$ cat src/rtl/input_debounce.sv
// Two-flop synchronizer plus counting FSM that debounces a bouncy switch input.
// Optional debounced edge pulses x_rise/x_fall with INPUT_DEBOUNCE_EDGE_EN.
module input_debounce #(
  parameter int DB_CYCLES = 8,
  parameter int CNT_W     = 4
) (
  input  logic       Clk,
  input  logic       rst,
  input  logic       x_raw,
  output logic       x,
  output logic       stable,
  output logic [7:0] glitch_cnt
`ifdef INPUT_DEBOUNCE_EDGE_EN
  ,
  output logic       x_rise,
  output logic       x_fall
`endif
);

  typedef enum logic [1:0] {
    LO,
    WAIT_HI,
    HI,
    WAIT_LO
  } state_t;

  localparam logic [CNT_W-1:0] CNT_MAX = CNT_W'(DB_CYCLES - 1);

  logic             s1;
  logic             s2;
  state_t           state;
  state_t           state_n;
  logic [CNT_W-1:0] cnt;
  logic [CNT_W-1:0] cnt_n;
  logic             x_n;
  logic             glitch_hit;

  always_ff @(posedge Clk or negedge rst) begin
    if (!rst) begin
      s1 <= 1'b0;
      s2 <= 1'b0;
    end else begin
      s1 <= x_raw;
      s2 <= s1;
    end
  end

  always_comb begin
    state_n    = state;
    cnt_n      = cnt;
    x_n        = x;
    glitch_hit = 1'b0;
    unique case (state)
      LO: begin
        x_n = 1'b0;
        if (s2) begin
          state_n = WAIT_HI;
          cnt_n   = '0;
        end
      end
      WAIT_HI: begin
        if (!s2) begin
          state_n    = LO;
          cnt_n      = '0;
          glitch_hit = 1'b1;
        end else if (cnt == CNT_MAX) begin
          state_n = HI;
          cnt_n   = '0;
          x_n     = 1'b1;
        end else begin
          cnt_n = cnt + 1'b1;
        end
      end
      HI: begin
        x_n = 1'b1;
        if (!s2) begin
          state_n = WAIT_LO;
          cnt_n   = '0;
        end
      end
      WAIT_LO: begin
        if (s2) begin
          state_n    = HI;
          cnt_n      = '0;
          glitch_hit = 1'b1;
        end else if (cnt == CNT_MAX) begin
          state_n = LO;
          cnt_n   = '0;
          x_n     = 1'b0;
        end else begin
          cnt_n = cnt + 1'b1;
        end
      end
      default: begin
        state_n = LO;
        cnt_n   = '0;
        x_n     = 1'b0;
      end
    endcase
  end

  always_ff @(posedge Clk or negedge rst) begin
    if (!rst) begin
      state <= LO;
      cnt   <= '0;
      x     <= 1'b0;
    end else begin
      state <= state_n;
      cnt   <= cnt_n;
      x     <= x_n;
    end
  end

  // Saturates so a chattering contact cannot wrap the count back to zero
  always_ff @(posedge Clk or negedge rst) begin
    if (!rst) begin
      glitch_cnt <= 8'd0;
    end else if (glitch_hit && glitch_cnt != 8'hFF) begin
      glitch_cnt <= glitch_cnt + 8'd1;
    end
  end

  assign stable = (state == LO) || (state == HI);

`ifdef INPUT_DEBOUNCE_EDGE_EN
  always_ff @(posedge Clk or negedge rst) begin
    if (!rst) begin
      x_rise <= 1'b0;
      x_fall <= 1'b0;
    end else begin
      x_rise <= x_n & ~x;
      x_fall <= ~x_n & x;
    end
  end
`endif

endmodule

$ cat config.mk
export PLATFORM = sky130hd
export DESIGN_NAME = input_debounce
export DESIGN_NICKNAME = d
export VERILOG_FILES = /design/src/rtl/input_debounce.sv
export SDC_FILE = /design/constraint.sdc
export NUM_CORES = 1
export LEC_CHECK = 0
export ABC_AREA = 1
export BUFFER_PORTS_ARGS = -buffer_cell sky130_fd_sc_hd__buf_2
export CORE_UTILIZATION = 45
export CTS_CLUSTER_DIAMETER = 200
export DETAILED_ROUTE_END_ITERATION = 10
export PLACE_DENSITY = 0.71
export SETUP_SLACK_MARGIN = 0.3
export SLEW_MARGIN = 15
export SYNTH_ARGS = -nofsm -noshare
export SYNTH_HDL_FRONTEND = slang
export SYNTH_SLANG_ARGS = --single-unit
export TNS_END_PERCENT = 50
$ cat constraint.sdc
create_clock -name Clk -period 4.65 [get_ports Clk]
set_clock_uncertainty 0.2 [all_clocks]
set_input_delay 0.93 -clock Clk [delete_from_list [all_inputs] [get_ports Clk]]
set_output_delay 0.93 -clock Clk [all_outputs]
set_load 0.03 [all_outputs]
### Word-level counts from Yosys, hierarchy flattened

Cells that the tools add are included.

| cells by class | value |
|---|---|
| $add $sub $neg | 2 |
| eq/ne operators | 13 |
| muxes and demuxes | 21 |
| reductions and logical operators | 6 |

Operator list:

| operator | number |
|---|---|
| $mux W4 | 5 |
| $pmux W4 S4 | 1 |
| $mux W2 | 6 |
| $ne A2 B2 Y1 const B | 6 |
| $add A8 B1 Y8 const B | 1 |
| $ne A8 B8 Y1 const B | 1 |
| $pmux W2 S4 | 1 |
| $reduce_and A4 Y1 | 2 |
| $mux W1 | 6 |
| $ne A3 B3 Y1 const B | 2 |
| $add A4 B1 Y4 const B | 1 |
| $eq A2 B2 Y1 const B | 2 |
| $eq A4 B3 Y1 const B | 1 |
| $pmux W1 S4 | 1 |
| $eq A2 B1 Y1 const B | 1 |
| $logic_not A2 Y1 | 1 |
| $pmux W1 S2 | 1 |
| $reduce_and A2 Y1 | 1 |
| $logic_and A1 B1 Y1 | 1 |
| $logic_or A1 B1 Y1 | 1 |

| storage, ports and cells | value |
|---|---|
| register bits after elaboration | 17 |
| input port bits | 3 |
| output and inout port bits | 10 |
| logic and storage cells | 48 |

### Longest topological paths before layout

| depth | value |
|---|---|
| word-level depth | 4 |
| gate-level depth with buffers | 10 |
| gate-level depth less buffers | 10 |

### Worst setup path before layout

Ideal clock, no wire load.

| timing | value |
|---|---|
| path type | register to output |
| start point | register state[0] |
| end point | output port stable |
| arrival time | 1.040 ns |
| slack | 2.480 ns |
| cell stages (with the launch flop) | 4 |
| path buffers | 0 |
| cells stage by stage | dfrtp_1 inv_1 ha_1 or2_2 |

| on the way | value |
|---|---|
| word-level cells in the longest chain between the ends | 2 |
| elaborated cells between the ends (all ways) | 3 |
| those cells by class | eq/ne (1); reduce/logical (2) |

RTL lines:

| item | RTL line | text |
|---|---|---|
| start: declaration | 31 | `state_t state;` |
| start signal: assignment | 108 | `state <= state_n;` |
| $eq A2 B2 Y1 / $logic_not A2 Y1 (equally long branches) | 123 | `assign stable = (state == LO) \|\| (state == HI);` |
| $logic_or A1 B1 Y1 * | 123 |  |
| end: declaration | 11 | `output logic stable,` |

Mark *: on every way between the ends. The rest lies on a longest branch, timed or not.

### Worst setup path after layout

Ends and elaborated chain as after synthesis.

==> flow_metrics.env <==
export IMPL_status="complete, no violations"
export IMPL_fillers=189
export IMPL_grt_pass1_vias=807
export IMPL_grt_setup_unrepaired="false"
export IMPL_syn_cell_area_um2=995
export IMPL_portBuffers=12
export IMPL_swShare=0.477
export IMPL_hold_buffers=0
export IMPL_finalWirelength_mm=1.70
export IMPL_drt_vias_per_instance=4.81
export IMPL_crit_path_start="state[0]"
export IMPL_avgRoutedWirePerCell_um=10.2
export IMPL_synth_cells=123
export IMPL_post_cts_buffers=0
export IMPL_drt_iter0_drc=9
export IMPL_switchingPower_uw=298
export IMPL_power_leakage_nw=0.623
export IMPL_setup_worst_path_class="register to output port"
export IMPL_clk_pin_slew_ns=0.10
export IMPL_yosysUniqueCellTypes=22
export IMPL_seq_area_frac_synth=0.428
export IMPL_synth_fp_nets=132
export IMPL_combPwrFrac=0.502
export IMPL_fmax_ghz=0.382
export IMPL_die_h_um=49.0
export IMPL_drive_gt1_frac=0.216
export IMPL_htree_levels=1
export IMPL_detail_route_antenna_nets=0
export IMPL_reg2reg_from="glitch_cnt[0]"
export IMPL_cts_buffers=3
export IMPL_antenna_found_initial=0
export IMPL_gp_congestion=0.773
export IMPL_cts_max_path_buffers=2
export IMPL_ys_warn_count=0
export IMPL_pin_count=13
export IMPL_ctsResizeCount=0
export IMPL_final_util=0.551
export IMPL_drv_cap=0
export IMPL_core_um2=2020
export IMPL_design_area_um2=1110
export IMPL_dieArea_um2=2400
export IMPL_relSlewSlack=0.746
export IMPL_ir_drop_uv=360
export IMPL_start_util=0.492
export IMPL_overflow=0
export IMPL_period_share=0.564
export IMPL_crit_fanout=5
export IMPL_cp_slowest_cell="dfrtp_1"
export IMPL_regToRegSetupSlack_ns=2.98
export IMPL_final_common_cell="nand2_1"
export IMPL_dieWidth_um=49.0
export IMPL_hpwl_mm=1.34
export IMPL_path_cells="inv_1 > ha_1 > or2_2 > buf_2"
export IMPL_grt_max_degree=18
export IMPL_dr_total_vias=798
export IMPL_avgSynthCellArea_um2=8.09
export IMPL_crit_path_end_kind="output port"
export IMPL_cts_root_buffer="clkbuf_4"
export IMPL_power_frac_clock=0.129
export IMPL_rows=16
export IMPL_critPathRequiredTime_ns=3.52
export IMPL_finalSetupViolCount=0
export IMPL_min_from="s1"
export IMPL_fin_crit_ns=2.62
export IMPL_final_hold_viol_count=0
export IMPL_finalMaxSlewViolations=0
export IMPL_mostFrequentLayoutCells="nand2_1 (46), dfrtp_1 (17), inv_1 (14)"
export IMPL_tns_ns=0
export IMPL_antenna_cells=0
export IMPL_grt_pass1_wl_mm=3.21
export IMPL_cts_sinks=17
export IMPL_slowest_delay_ns=0.42
export IMPL_ys_ff_latch=17
export IMPL_p_seq_frac=0.369
export IMPL_worst_pin_slew_ns=0.381
export IMPL_grt_usage=0.175
export IMPL_syn_to_final_growth_pct=12.1
export IMPL_arrival_ns=1.49
export IMPL_critPathLaunchType="register"
export IMPL_drt_first_pass_iters=4
export IMPL_clk_latency_ns=0.29
export IMPL_fin_nets=149
export IMPL_hp_class="register to register"
export IMPL_drc=0
export IMPL_cts_tree="done"
export IMPL_dpl_cell_area_um2=1090
export IMPL_power_density_nw_per_um2=560
export IMPL_internal_power_uw=326
[state kept, by name, summed over array words and instances (netlist names), named ones only]
name,count
cnt,4
s1,1
state,1
x,1
glitch_cnt,8
s2,1
[metal layers]
metal,track usage,vias to the layer above,wire (µm)
met2,0.324,9,823
li1,-,418,-
met5,0,-,0
met1,0.196,367,798
met3,0.0187,4,36
met4,0.0882,0,37
[power groups by stage]
stage,Combinational [mW],Clock (mW),Sequential (mW)
6_report,0.313,0.0804,0.230
5_1_grt,0.354,0.0881,0.239
4_1_cts,0.317,0.0846,0.231
3_5_place_dp,0.316,0,0.234
3_3_place_gp,0.306,0,0.230
2_1_floorplan,0.201,0,0.273
[stage by stage]
step                std cells  power, mW  hold WS, ns  setup WS [ns]
floorplan                 123      0.474        0.131           2.48
global placement          162      0.536        0.133           2.39
detailed placement        162      0.550        0.146           2.35
CTS                       166      0.633        0.169           2.02
global route              166      0.681        0.184           1.95
finish                    166      0.624        0.162           2.03
[final cells by class]
cell class / instances / area [µm²] / area share
multi-input combinational: 89 / 504 / 0.452
tap: 27 / 33.8 / 0.0303
sequential: 17 / 425 / 0.382
inverter: 17 / 65.1 / 0.0584
clock buffer: 4 / 26.3 / 0.0236
timing repair buffer: 12 / 60.1 / 0.0539
[worst max-delay path, delay by kind of cell (launching register included)]
family	cells	cell delay, ns
DFF	1	0.42
adders and majority gates	1	0.24
and+or+nand+nor	1	0.27
buffers and inverters	2	0.28
[path summary, 6_finish.rpt]
check / to / cells after the start
worst max-delay path: stable / 4
worst min-delay path: s2 / 0
worst max register to register: glitch_cnt[6] / 7
worst min register to register: s2 / 0
max in group asynchronous: asynchronous set/reset pin / 1
min in group asynchronous: cnt[3] / 1
[synth_stat cells]
library cell,count,area share
nor2_8,1,0.020
nand3_1,5,0.025
inv_1,14,0.053
ha_1,6,0.075
o21ai_2,3,0.026
nand3b_1,3,0.023
clkinv_2,1,0.0050
o21ai_1,6,0.030
nand2_1,46,0.17
o21ai_0,2,0.010
nand4_1,1,0.0063
nor2_1,3,0.011
nor3_1,1,0.0050
or2_2,1,0.0063
nand2_2,4,0.025
inv_2,2,0.0075
nand2_4,1,0.011
a21oi_4,1,0.016
xnor2_1,2,0.018
dfrtp_1,17,0.43
xor2_1,2,0.018
nor2_2,1,0.0063
[cell families after synthesis]
kind of cell,share of synthesized area
AND/OR/NAND/NOR,0.313
buffers and inverters,0.0654
flip-flops,0.428
AO/OA/AOI/OAI,0.0830
adder cells (fa/ha/maj),0.0755
XOR/XNOR,0.0352
(Power assumes the default switching activity.)
